$ cat config.mk
export PLATFORM = sky130hd
export DESIGN_NAME = fp_mult_arbiter_flat
export DESIGN_NICKNAME = d
export VERILOG_FILES = /design/src/rtl/fp_mult_arbiter_if.sv /design/src/rtl/fp_mult_arbiter.sv /design/src/flat_wrapper.sv
export SDC_FILE = /design/constraint.sdc
export NUM_CORES = 1
export LEC_CHECK = 0
export ABC_AREA = 1
export CAP_MARGIN = 10
export CORE_MARGIN = 3
export CORE_UTILIZATION = 35
export DETAILED_ROUTE_END_ITERATION = 10
export PLACE_DENSITY = 0.72
export SLEW_MARGIN = 15
export SYNTH_ARGS = -nofsm -noshare
export SYNTH_HDL_FRONTEND = slang
export SYNTH_SLANG_ARGS = --single-unit
$ cat constraint.sdc
create_clock -name clk -period 3.5 [get_ports clk]
set_input_delay 0.525 -clock clk [delete_from_list [all_inputs] [get_ports clk]]
set_output_delay 0.525 -clock clk [all_outputs]
set_load 0.05 [all_outputs]
$ cat src/rtl/fp_mult_arbiter_if.sv
// Handshake bundle between the fp_mult_arbiter, its requesters and the shared
// 12-bit floating-point multiplier. The slave modport is the arbiter's view,
// and the master modport is the view of the environment (requesters plus multiplier).
interface fp_mult_arbiter_if #(
  parameter int NUM_REQ = 4,
  parameter int DATA_W  = 12
);
  // Requester side
  logic [NUM_REQ-1:0]        req_valid;
  logic [NUM_REQ*DATA_W-1:0] req_a;
  logic [NUM_REQ*DATA_W-1:0] req_b;
  logic [NUM_REQ-1:0]        req_ready;
  logic [NUM_REQ-1:0]        resp_valid;
  logic [NUM_REQ*DATA_W-1:0] resp_result;
  logic [NUM_REQ-1:0]        resp_ready;
  // Multiplier side
  logic [DATA_W-1:0]         mult_a;
  logic [DATA_W-1:0]         mult_b;
  logic                      mult_valid_in;
  logic [DATA_W-1:0]         mult_result;
  logic                      mult_valid_out;

  modport slave (
    input  req_valid, req_a, req_b, resp_ready, mult_result, mult_valid_out,
    output req_ready, resp_valid, resp_result, mult_a, mult_b, mult_valid_in
  );

  modport master (
    output req_valid, req_a, req_b, resp_ready, mult_result, mult_valid_out,
    input  req_ready, resp_valid, resp_result, mult_a, mult_b, mult_valid_in
  );
endinterface

$ cat src/rtl/fp_mult_arbiter.sv
// fp_mult_arbiter: shares one pipelined 12-bit FP multiplier among NUM_REQ
// requesters with round-robin arbitration. Each issued operation carries a tag
// {valid, id} through a MULT_LAT-deep shadow pipe so the returning result can be
// parked in the originating requester's held response register.
// Operands and results pass through unmodified.
// Optional feature: define FPM_ARB_STATS_EN to build the saturating 16-bit
// grant counter on grant_cnt_o; otherwise grant_cnt_o is tied to zero.
module fp_mult_arbiter #(
  parameter int NUM_REQ  = 4,
  parameter int DATA_W   = 12,
  parameter int MULT_LAT = 1
) (
  input  logic                        clk,
  input  logic                        rst_n,
  fp_mult_arbiter_if.slave            bus_io,
  output logic                        err_seq_o,
  output logic [15:0]                 grant_cnt_o
);

  localparam int IDW = $clog2(NUM_REQ);

  // Control state
  logic [IDW-1:0]            rr_q, rr_d;
  logic [NUM_REQ-1:0]        pending_q, pending_d;
  logic [NUM_REQ-1:0]        resp_vld_q, resp_vld_d;
  logic [NUM_REQ*DATA_W-1:0] resp_res_q, resp_res_d;
  logic                      err_q, err_d;

  // Tag pipe mirroring the multiplier latency
  logic                      tag_vld_q [MULT_LAT];
  logic [IDW-1:0]            tag_id_q  [MULT_LAT];
  logic                      tail_vld;
  logic [IDW-1:0]            tail_id;

  // Arbitration results
  logic [NUM_REQ-1:0]        elig;
  logic                      grant_vld;
  logic [IDW-1:0]            grant_id;
  logic [NUM_REQ-1:0]        grant_oh;
  logic [IDW:0]              arb_sum;
  logic [IDW-1:0]            arb_idx;
  logic [NUM_REQ-1:0]        accept;

  // Reset also masks eligibility so req_ready/mult_* drop to zero the moment rst_n falls.
  assign elig = bus_io.req_valid & ~pending_q & {NUM_REQ{rst_n}};

  assign tail_vld = tag_vld_q[MULT_LAT-1];
  assign tail_id  = tag_id_q[MULT_LAT-1];

  // Round-robin search: scan from the farthest offset down so the nearest eligible
  // requester to rr_q is the last writer and wins.
  always_comb begin
    grant_vld = 1'b0;
    grant_id  = '0;
    arb_sum   = '0;
    arb_idx   = '0;
    for (int k = NUM_REQ - 1; k >= 0; k--) begin
      arb_sum = {1'b0, rr_q} + (IDW+1)'(k);
      if (arb_sum >= (IDW+1)'(NUM_REQ)) begin
        arb_sum = arb_sum - (IDW+1)'(NUM_REQ);
      end
      arb_idx = arb_sum[IDW-1:0];
      if (elig[arb_idx]) begin
        grant_vld = 1'b1;
        grant_id  = arb_idx;
      end
    end
  end

  // Drive the grant and steer the winner's operands onto the multiplier inputs.
  always_comb begin
    grant_oh = '0;
    bus_io.mult_a = '0;
    bus_io.mult_b = '0;
    for (int i = 0; i < NUM_REQ; i++) begin
      if (grant_vld && grant_id == IDW'(i)) begin
        grant_oh[i]   = 1'b1;
        bus_io.mult_a = bus_io.req_a[i*DATA_W +: DATA_W];
        bus_io.mult_b = bus_io.req_b[i*DATA_W +: DATA_W];
      end
    end
  end

  assign bus_io.req_ready     = grant_oh;
  assign bus_io.mult_valid_in = grant_vld;

  // Next-state for pointer, pending flags, held responses and the sticky error.
  always_comb begin
    rr_d       = rr_q;
    pending_d  = pending_q;
    resp_vld_d = resp_vld_q;
    resp_res_d = resp_res_q;
    err_d      = err_q;
    accept     = resp_vld_q & bus_io.resp_ready;

    // A consumed response frees its requester only from the next cycle onward,
    // so a same-cycle req_valid on that requester cannot be granted.
    resp_vld_d = resp_vld_d & ~accept;
    pending_d  = pending_d & ~accept;

    if (bus_io.mult_valid_out && tail_vld) begin
      for (int i = 0; i < NUM_REQ; i++) begin
        if (tail_id == IDW'(i)) begin
          resp_vld_d[i]                  = 1'b1;
          resp_res_d[i*DATA_W +: DATA_W] = bus_io.mult_result;
        end
      end
    end else if (bus_io.mult_valid_out && !tail_vld) begin
      // Unsolicited result: nothing to return it to.
      err_d = 1'b1;
    end else if (!bus_io.mult_valid_out && tail_vld) begin
      // Expected result never showed up: release the requester so it is not stuck.
      err_d = 1'b1;
      for (int i = 0; i < NUM_REQ; i++) begin
        if (tail_id == IDW'(i)) begin
          pending_d[i] = 1'b0;
        end
      end
    end

    pending_d = pending_d | grant_oh;

    if (grant_vld) begin
      rr_d = (grant_id == IDW'(NUM_REQ - 1)) ? '0 : grant_id + IDW'(1);
    end
  end

  // Control and response registers.
  always_ff @(posedge clk or negedge rst_n) begin
    if (!rst_n) begin
      rr_q       <= '0;
      pending_q  <= '0;
      resp_vld_q <= '0;
      resp_res_q <= '0;
      err_q      <= 1'b0;
    end else begin
      rr_q       <= rr_d;
      pending_q  <= pending_d;
      resp_vld_q <= resp_vld_d;
      resp_res_q <= resp_res_d;
      err_q      <= err_d;
    end
  end

  // Tag pipe: stage 0 captures this cycle's grant, later stages shift toward the tail.
  always_ff @(posedge clk or negedge rst_n) begin
    if (!rst_n) begin
      for (int j = 0; j < MULT_LAT; j++) begin
        tag_vld_q[j] <= 1'b0;
        tag_id_q[j]  <= '0;
      end
    end else begin
      tag_vld_q[0] <= grant_vld;
      tag_id_q[0]  <= grant_id;
      for (int j = 1; j < MULT_LAT; j++) begin
        tag_vld_q[j] <= tag_vld_q[j-1];
        tag_id_q[j]  <= tag_id_q[j-1];
      end
    end
  end

  assign bus_io.resp_valid  = resp_vld_q;
  assign bus_io.resp_result = resp_res_q;
  assign err_seq_o          = err_q;

`ifdef FPM_ARB_STATS_EN
  logic [15:0] cnt_q, cnt_d;

  assign cnt_d = (grant_vld && cnt_q != 16'hFFFF) ? cnt_q + 16'd1 : cnt_q;

  // Saturating count of issued grants.
  always_ff @(posedge clk or negedge rst_n) begin
    if (!rst_n) begin
      cnt_q <= 16'h0000;
    end else begin
      cnt_q <= cnt_d;
    end
  end

  assign grant_cnt_o = cnt_q;
`else
  assign grant_cnt_o = 16'h0000;
`endif

endmodule

$ cat src/flat_wrapper.sv
// flat-port wrapper written by rule: the top's interface ports become plain ports
module fp_mult_arbiter_flat 
#(
  parameter int NUM_REQ  = 4,
  parameter int DATA_W   = 12,
  parameter int MULT_LAT = 1
)
  (clk, rst_n, err_seq_o, grant_cnt_o, bus_io_req_valid, bus_io_req_a, bus_io_req_b, bus_io_resp_ready, bus_io_mult_result, bus_io_mult_valid_out, bus_io_req_ready, bus_io_resp_valid, bus_io_resp_result, bus_io_mult_a, bus_io_mult_b, bus_io_mult_valid_in);
  fp_mult_arbiter_if #(.NUM_REQ(NUM_REQ), .DATA_W(DATA_W)) bus_io_i ();
  input  logic clk;
  input  logic rst_n;
  output logic err_seq_o;
  output logic [15:0] grant_cnt_o;
  input wire logic [$bits(bus_io_i.req_valid)-1:0] bus_io_req_valid;
  input wire logic [$bits(bus_io_i.req_a)-1:0] bus_io_req_a;
  input wire logic [$bits(bus_io_i.req_b)-1:0] bus_io_req_b;
  input wire logic [$bits(bus_io_i.resp_ready)-1:0] bus_io_resp_ready;
  input wire logic [$bits(bus_io_i.mult_result)-1:0] bus_io_mult_result;
  input wire logic [$bits(bus_io_i.mult_valid_out)-1:0] bus_io_mult_valid_out;
  output wire logic [$bits(bus_io_i.req_ready)-1:0] bus_io_req_ready;
  output wire logic [$bits(bus_io_i.resp_valid)-1:0] bus_io_resp_valid;
  output wire logic [$bits(bus_io_i.resp_result)-1:0] bus_io_resp_result;
  output wire logic [$bits(bus_io_i.mult_a)-1:0] bus_io_mult_a;
  output wire logic [$bits(bus_io_i.mult_b)-1:0] bus_io_mult_b;
  output wire logic [$bits(bus_io_i.mult_valid_in)-1:0] bus_io_mult_valid_in;
  assign bus_io_i.req_valid = bus_io_req_valid;
  assign bus_io_i.req_a = bus_io_req_a;
  assign bus_io_i.req_b = bus_io_req_b;
  assign bus_io_i.resp_ready = bus_io_resp_ready;
  assign bus_io_i.mult_result = bus_io_mult_result;
  assign bus_io_i.mult_valid_out = bus_io_mult_valid_out;
  assign bus_io_req_ready = bus_io_i.req_ready;
  assign bus_io_resp_valid = bus_io_i.resp_valid;
  assign bus_io_resp_result = bus_io_i.resp_result;
  assign bus_io_mult_a = bus_io_i.mult_a;
  assign bus_io_mult_b = bus_io_i.mult_b;
  assign bus_io_mult_valid_in = bus_io_i.mult_valid_in;
  fp_mult_arbiter #(.NUM_REQ(NUM_REQ), .DATA_W(DATA_W), .MULT_LAT(MULT_LAT)) u_core (.clk(clk), .rst_n(rst_n), .bus_io(bus_io_i), .err_seq_o(err_seq_o), .grant_cnt_o(grant_cnt_o));
endmodule
==> results of run 1 <==
-- area by class of cell --
class                           instances  area (um^2)
Clock buffer                           12          246
Clock inverter                          4         70.1
Fill cell                            1008         4460
Inverter                              107          409
Multi-Input combinational cell        414         2140
Sequential cell                        62         1550
Tap cell                              143          179
Timing Repair Buffer                  219         2560
-- path summary, 6_finish.rpt --
check                                          from                           to  slack [ns]  cells after the start
worst max-delay path            bus_io_req_valid[2]             bus_io_mult_a[9]         0.1                     19
worst min-delay path                          rst_n  u_core.bus_io.resp_valid[1]        0.05                      1
worst max register to register       u_core.rr_q[0]          u_core.pending_q[2]        1.48                     13
worst min register to register     u_core.err_seq_o             u_core.err_seq_o        0.46                      2
max in group asynchronous                     rst_n               u_core.rr_q[0]        2.45                      2
min in group clk                   u_core.err_seq_o             u_core.err_seq_o        0.46                      2
-- routing by layer --
metal	part of all wire (%)	track usage (%)	up-vias
li1	-	-	2279
met1	38	25.5	2144
met2	53	38.3	210
met3	6.8	4.91	21
met4	1.6	5.34	0
met5	0	0	-
-- what timing repair did --
item,4_1_cts,5_1_grt
pin swaps,0,4
gates cloned,1,3
resized for setup,7,26
endpoints found under the setup margin,24,24
setup buffers,0,1
-- cells in the final DEF, fill, tap and decap left out, drive strengths merged --
master / n
nand3: 112
conb: 16
dlymetal6s2s: 2
nand4: 3
a21boi: 1
o21ai: 53
a21oi: 5
inv: 94
buf: 47
nand2: 181
clkbuf: 14
a31oi: 1
o31ai: 4
dfrtp: 62
nor2: 30
bufinv: 2
clkinv: 15
or3b: 1
ha: 7
clkdlybuf4s50: 168
-- stage by stage --
step	cells	hold slack, ns	util [%]
after detailed placement	940	0.376	57.0
after CTS	957	0.0314	60.3
after floorplan	634	0.229	-
after global placement	940	0.374	57.0
after global routing	961	0.0335	61.6
final	961	0.0470	61.6
-- worst reg2reg max path: cells and delay by family (launching register included) --
kind / cells / cell delay (ns)
simple gates: 9 / 0.96
buf+inv: 3 / 0.23
fa+ha+maj: 1 / 0.22
flops: 1 / 0.48
-- state kept, by name, summed over array words and instances (netlist names) --
| register | count |
|---|---|
| u_core.tag_id_q | 2 |
| u_core.pending_q | 4 |
| u_core.bus_io.resp_valid | 4 |
| u_core.tag_vld_q | 1 |
| u_core.rr_q | 2 |
| u_core.err_seq_o | 1 |
| u_core.bus_io.resp_result | 48 |
-- cells by family after synthesis --
logic type / Yosys count / synth area share [%]
other: 1 / 0.0884
adders and majority gates: 7 / 2.06
DFF: 62 / 36.6
and+or+nand+nor: 327 / 36.6
AOI/OAI and AO/OA: 64 / 7.88
buffers and inverters: 158 / 16.8
==> summary.txt, run 1 <==
Worst setup path
  • Cell mode on critical path: nand2_1
  • Crit-path slowest cell: clkdlybuf4s50_1
  • CP max stage delay: 0.49 ns
  • Kind of critical path: primary input to primary output
  • CP Buf/Inv Count: 6
  • Critical Path, Cell by Cell: clkdlybuf4s50_1 > nand4_1 > nand2_1 > nand2_1 > nand2_2 > inv_2 > nand2_1 > nand3_1 > nand2_2 > nand2_4 > inv_4 > ha_4 > clkbuf_16 > nand3_1 > nand2_1 > clkinv_1 > nand2_1 > nand2_1 > buf_12
  • CP Capture Type: primary output
  • Crit start category: primary input
  • CP Max Fanout: 6
  • Crit-path leading delay family: simple AND/OR/NAND/NOR gates
  • Critical Path RT: 2.97 ns
  • Worst path arrival time: 2.88 ns

Final layout
  • Ant diodes: 0
  • Layout cells sized above 1: 15.3%
  • Synth-to-Final Area Change: 68.6%
  • Design area: 0.00715 mm^2
  • Final nets: 939

Die
  • Rows: 39
  • Initial Util: 36.5%
  • Core ar.: 0.0116 mm^2
  • Ports: 217
  • Die ar.: 0.0135 mm^2
  • Die W: 116 um
  • Die height: 116 um

Yosys
  • #FFs+latches synth: 62
  • Seq/Total Area, Yosys: 36.6%
  • Main synth FF type: dfrtp_1
  • EDFF count, synth: 0
  • Most common cell in the netlist: nand2_1
  • Synth Instances: 619
  • Top cell type by total area after synthesis: dfrtp_1
  • Synth cell count leaders: 176 x nand2_1, 88 x nand3_1, 86 x inv_1
  • Yosys top cell area share: 36.6%
  • Post-Syn Area per Cell: 6.85 um^2
  • Synth async-reset ratio: 100%
  • Netlist Area Pre-Place: 0.00424 mm^2
  • Synth cell types: 27
  • Synthesis warning total: 0
  • Top cells by area, synth: dfrtp_1 37%, nand2_1 16%, nand3_1 10%

CTS
  • Worst-Skew Late Latency: 0.32 ns
  • Cts bufs inserted: 9
  • Clock net sink count: 62
  • CTS tree: built
  • Hold buffer count at cts: 0
  • Max Root-Sink Buffers: 2
  • Reg clk slew, reported paths: 0.05 ns
  • CTS root buffer: clkbuf_16
  • H-Tree Depth: 3

Global route
  • Largest net degree at the start of global routing: 62
  • Grt ovf: 0
  • Number of global-route vias before repair: 4,559
  • Gr usage total: 21.3%
  • Global-route wire length before repair: 22,700 um
  • Antenna violations before repair: 0

Routing
  • DRT Wirelength: 14,700 um
  • DRT antenna net count: 0
  • Remaining DRCs: 0
  • Initial DRC count: 398
  • Drt pass-1 iters: 5
  • Via/cell ratio: 4.84
  • WL/cell: 15.3 um
  • Via total after detailed routing: 4,654

STA
  • Final setup viols: 0
  • Final setup margin: 0.0953 ns
  • Minimum clock period: 3.40 ns
  • Fin. max-slew vios: 0
  • Clock Skew: 0.00320 ns
  • Final Hold Viols: 0
  • Fin crit share: 97.3%
  • Peak Freq: 294 MHz
  • Setup TNS: 0 ns
  • Rel. slew slack: 36.3%
  • Worst-margin pin slew: 0.953 ns

Status
  • Status: complete, no violations

Placed design
  • Hpwl dp: 11,000 um
  • GPL Wtd Cong: 0.870
  • Port bufs: 200
  • DP Area: 0.00663 mm^2
  • Place WS: -0.0617 ns

Hold path
  • Tightest Hold Check Type: primary input to async pin

Flow run
  • Max-cap check violation count: 0
Power of run 1 is left out: the tool's default activity adds up to more than one toggle a clock period on the data nets, which glitch-free logic cannot reach.
==> inputs of run 2 (changes only) <==
CORE_MARGIN = 8   (was 3)
==> summary.txt, run 2 (same netlist as run 1, synthesis figures left out) <==
Die
  • Core ar.: 0.0119 mm^2 (+2.6%)
  • Rows: 40 (+2.6%)
  • Die ar.: 0.0159 mm^2 (+18%)
  • Ports: 217 (unchanged)
  • Die height: 126 um (+8.6%)
  • Initial Util: 35.6% (-0.91 points)
  • Die W: 126 um (+8.6%)

STA
  • Final Hold Viols: 0 (unchanged)
  • Rel. slew slack: 56.6% (+20 points)
  • Clock Skew: 0.00681 ns (+0.00361 ns)
  • Fin crit share: 95.9% (-1.4 points)
  • Final setup viols: 0 (unchanged)
  • Minimum clock period: 3.36 ns (-0.0481 ns)
  • Peak Freq: 298 MHz (+1.4%)
  • Worst-margin pin slew: 0.652 ns (-0.301 ns)
  • Fin. max-slew vios: 0 (unchanged)
  • Setup TNS: 0 ns (unchanged)

Placed design
  • GPL Wtd Cong: 0.823 (-5.4%)
  • Hpwl dp: 11,400 um (+3.1%)
  • Port bufs: 200 (unchanged)

Worst setup path
  • CP max stage delay: 0.50 ns (about the same)
  • CP Max Fanout: 27 (+21)
  • Critical Path RT: 2.97 ns (about the same)
  • CP Capture Type: primary output
  • Kind of critical path: primary input to primary output
  • Crit start category: primary input
  • R2R Path End: u_core.pending_q[0]
  • Crit-path leading delay family: buffers and inverters
  • CP Buf/Inv Count: 4 (-2)
  • Reg2reg setup slack: 1.31 ns (-0.17 ns)
  • Reg2Reg Depth: 10 (-3)
  • RR Startpoint: u_core.rr_q[0]
  • Crit-path slowest cell: clkdlybuf4s50_1
  • Worst path arrival time: 2.83 ns (-0.05 ns)
  • Critical Path, Cell by Cell: clkdlybuf4s50_1 > nand3_1 > nand2_1 > nand3_2 > a21boi_0 > a31oi_4 > inv_1 > ha_4 > buf_12 > nor2_1 > nand3_2 > nand3_1 > nand2_1 > nand2_1 > buf_12
  • Cell mode on critical path: nand2_1

Final layout
  • Final nets: 945 (+0.64%)
  • Layout cells sized above 1: 14.8% (-0.44 points)
  • Filler instances: 1,074 (+6.5%)
  • Most common cell after layout, fill and taps aside: nand2_1
  • Synth-to-Final Area Change: 68.9%
  • Largest register FFs: 48 (unchanged)
  • FF+latch area: 0.00155 mm^2 (about the same)
  • Multi-input logic area: 0.00211 mm^2 (-1.4%)
  • Most frequent cells in the layout: 171 x nand2_1, 168 x clkdlybuf4s50_1, 88 x nand3_1

Routing
  • Initial DRC count: 269 (-32%)
  • Via total after detailed routing: 4,482 (-3.7%)
  • Via/cell ratio: 4.62 (-4.6%)
  • Remaining DRCs: 0 (unchanged)
  • DRT antenna net count: 0 (unchanged)
  • Drt pass-1 iters: 5 (unchanged)
  • DRT Wirelength: 14,900 um (+1.0%)
  • WL/cell: 15.3 um (about the same)

Flow run
  • Max-cap check violation count: 0 (unchanged)

CTS
  • Max Root-Sink Buffers: 2 (unchanged)
  • Clock net sink count: 62 (unchanged)
  • Cts bufs inserted: 9 (unchanged)
  • CTS tree: built
  • CTS root buffer: clkbuf_16
  • Hold buffer count at cts: 0 (unchanged)
  • Reg clk slew, reported paths: 0.05 ns (about the same)
  • Worst-Skew Late Latency: 0.32 ns (about the same)
  • H-Tree Depth: 3 (unchanged)

Status
  • Status: complete, no violations

Global route
  • Global-route wire length before repair: 23,100 um (+1.9%)
  • Grt ovf: 0 (unchanged)
  • Number of global-route vias before repair: 4,472 (-1.9%)
  • Antenna violations before repair: 1 (+1)
  • Largest net degree at the start of global routing: 54 (-13%)
  • Gr usage total: 18.0% (-3.2 points)

Hold path
  • Tightest Hold Check Type: primary input to async pin
[run 2: worst max-delay path by stage]
stage | cells past startpoint | to | slack (ns) | start
after floorplan | 20 | bus_io_mult_b[10] | 0.19 | rst_n
after global placement | 15 | bus_io_mult_a[0] | 0.05 | bus_io_req_valid[3]
after detailed placement | 18 | bus_io_mult_a[10] | 0.01 | bus_io_req_valid[1]
after CTS | 21 | bus_io_mult_b[2] | 0.01 | bus_io_req_valid[1]
after global routing | 15 | bus_io_mult_b[4] | -0.02 | bus_io_req_valid[2]
final | 15 | bus_io_mult_a[0] | 0.14 | bus_io_req_valid[2]
[run 2: routing by layer]
metal	global-route usage (%)	part of all wire [%]
met5	0	0
met4	5.02	1.5
met3	7.13	8.7
met2	30.6	50
met1	20.5	40
[run 2: layout make-up]
class | instances | share of cell area, %
Timing Repair Buffer | 225 | 36.6
Antenna cell | 1 | 0.0349
Clock buffer | 10 | 3.34
Tap cell | 147 | 2.57
Clock inverter | 4 | 0.681
Multi-Input combinational cell | 414 | 29.4
Inverter | 107 | 5.68
Sequential cell | 62 | 21.7
[run 2: through the flow]
stage / setup WS (ns) / cells / hold slack [ns] / utilization, % / instance area, um^2
2_1_floorplan: 0.189 / 634 / 0.229 / - / 4300
3_3_place_gp: 0.0520 / 948 / 0.390 / 56.1 / 6690
3_5_place_dp: 0.0131 / 948 / 0.392 / 56.1 / 6690
4_1_cts: 0.0150 / 962 / 0.0547 / 58.6 / 6980
5_1_grt: -0.0241 / 970 / 0.0598 / 60.1 / 7160
6_report: 0.143 / 970 / 0.0633 / 60.1 / 7160
[run 2: timing repair]
action                     CTS  global route
pin swaps                    0             4
setup buffers                0             3
setup endpoints to repair    1            26
gates cloned                 0             4
gates resized for setup      2            18
Power of run 2 is left out for the same reason.
==> inputs of run 3 (changes only) <==
CORE_ASPECT_RATIO = 1.25   (was unset)
PLACE_DENSITY = 0.76   (was 0.72)
==> summary.txt, run 3 (same netlist as run 1, synthesis figures left out) <==
CTS
  • Clock net sink count: 62 (unchanged)
  • Worst-Skew Late Latency: 0.33 ns (about the same)
  • CTS tree: built
  • Max Root-Sink Buffers: 2 (unchanged)
  • H-Tree Depth: 3 (unchanged)
  • CTS root buffer: clkbuf_16
  • Reg clk slew, reported paths: 0.05 ns (about the same)
  • Hold buffer count at cts: 0 (unchanged)
  • Cts bufs inserted: 9 (unchanged)

Routing
  • Via total after detailed routing: 4,597 (+2.6%)
  • Via/cell ratio: 4.64 (+0.49%)
  • Drt pass-1 iters: 4 (-1)
  • Metal2 WL: 7750 um (+5.1%)
  • Met3 wire len: 1180 um (-8.8%)
  • WL/cell: 15.0 um (-1.9%)
  • DRT antenna net count: 0 (unchanged)
  • DRT Wirelength: 14,900 um (about the same)
  • Wl on met1: 5710 um (-4.3%)
  • Max Used Layer: met5
  • Initial DRC count: 352 (+31%)
  • Remaining DRCs: 0 (unchanged)

Die
  • Core ar.: 0.0120 mm^2 (+0.68%)
  • Rows: 45 (+13%)
  • Die W: 114 um (-9.2%)
  • Die height: 139 um (+10%)
  • Initial Util: 35.4% (-0.24 points)
  • Ports: 217 (unchanged)
  • Die ar.: 0.0159 mm^2 (+0.14%)

Worst setup path
  • Reg2reg setup slack: 1.37 ns (+0.06 ns)
  • Critical Path RT: 2.97 ns (about the same)
  • CP Buf/Inv Count: 4 (unchanged)
  • Crit start category: primary input
  • Kind of critical path: primary input to primary output
  • Crit-path leading delay family: buffers and inverters
  • Worst path arrival time: 2.80 ns (-0.03 ns)
  • Levels on crit path: 15 (unchanged)
  • CP Capture Type: primary output
  • Crit-path slowest cell: clkdlybuf4s50_1
  • R2R Path End: u_core.pending_q[2]
  • Crit path launch: bus_io_req_valid[2]
  • Critical Path, Cell by Cell: clkdlybuf4s50_1 > nand3_1 > nand2_1 > nand3_2 > a21boi_1 > a31oi_4 > inv_2 > ha_4 > buf_12 > nor2_2 > nand3_1 > nand3_1 > nand2_1 > nand2_1 > buf_12
  • CP max stage delay: 0.50 ns (about the same)
  • CP Max Fanout: 15 (-44%)
  • RR Startpoint: u_core.rr_q[0]
  • Reg2Reg Depth: 13 (+3)

STA
  • Fin. max-slew vios: 0 (unchanged)
  • Final setup viols: 0 (unchanged)
  • Worst hold slack: 0.0797 ns (+0.0163 ns)
  • Final Hold Viols: 0 (unchanged)
  • Fin crit share: 95.1% (-0.83 points)
  • Worst-margin pin slew: 0.872 ns (+0.220 ns)
  • Minimum clock period: 3.33 ns (-0.0289 ns)
  • Rel. slew slack: 41.7% (-15 points)
  • Clock Skew: 0.00411 ns (-0.00270 ns)
  • Peak Freq: 301 MHz (+0.87%)

Status
  • Status: complete, no violations

Placed design
  • Port bufs: 200 (unchanged)
  • DP Area: 0.00671 mm^2 (+0.36%)
  • GPL Wtd Cong: 0.876 (+6.4%)
  • Hpwl dp: 11,600 um (+2.1%)

Final layout
  • Filler instances: 1,079 (+0.47%)
  • Layout cells sized above 1: 17.9% (+3.1 points)
  • Largest register FFs: 48 (unchanged)
  • Final Core Density: 60.4% (+0.24 points)
  • Final nets: 946 (+0.11%)
  • Synth-to-Final Area Change: 70.7%
  • Design area: 0.00724 mm^2 (+1.1%)
  • Most frequent cells in the layout: 168 x clkdlybuf4s50_1, 163 x nand2_1, 88 x nand3_1
  • Most common cell after layout, fill and taps aside: clkdlybuf4s50_1

Global route
  • Global-route wire length before repair: 22,800 um (-1.6%)
  • Gr usage total: 18.0% (about the same)
  • Number of global-route vias before repair: 4,431 (-0.92%)
  • Grt ovf: 0 (unchanged)
  • Antenna violations before repair: 2 (+1)
  • Largest net degree at the start of global routing: 59 (+9.3%)

Hold path
  • Tightest Hold Check Type: primary input to async pin

Flow run
  • Max-cap check violation count: 0 (unchanged)
## run 3: cell count changes in the layout (fill, tap and decap cells not counted), moves of 2 or more
cell	before	now
nor2_2	2	16
nand2_2	6	14
nand2_1	171	163
clkbuf_16	12	10
clkinvlp_4	0	2
buf_8	0	2
nor2_1	26	11
## run 3: worst max-delay path by stage
stage | end | slack, ns
final | bus_io_mult_b[7] | 0.17
after floorplan | bus_io_mult_b[10] | 0.19
after global routing | bus_io_mult_b[6] | -0.01
after global placement | bus_io_mult_a[6] | 0.02
after CTS | bus_io_mult_a[0] | 0.01
after detailed placement | bus_io_mult_a[6] | -0.03
## run 3: metrics by stage
stage,cells,TNS (ns),setup WS (ns)
global route,990,-0.0106,-0.00962
detailed placement,967,-0.205,-0.0264
finish,990,0,0.172
global placement,967,0,0.0188
floorplan,634,0,0.189
CTS,983,0,0.00974
## run 3: area by class of cell
class / count / area, um^2 / share of cell area, %
Tap cell: 164 / 205 / 2.83
Inverter: 107 / 407 / 5.62
Antenna cell: 1 / 2.50 / 0.0346
Timing Repair Buffer: 225 / 2610 / 36.0
Clock buffer: 10 / 229 / 3.16
Sequential cell: 62 / 1550 / 21.4
Clock inverter: 6 / 38.8 / 0.536
Multi-Input combinational cell: 415 / 2200 / 30.4
## run 3: per-layer routing
metal	global-route usage, %	vias up
met3	5.36	16
met2	31.6	169
li1	-	2295
met5	0	-
met1	20.4	2115
met4	5.34	2
## run 3: what timing repair did
action,CTS,global route
gates cloned,0,2
gates resized for setup,2,52
setup endpoints to repair,20,25
pin swaps,0,6
hold endpoints to repair,0,0
setup buffers,0,4
Power of run 3 is left out for the same reason.
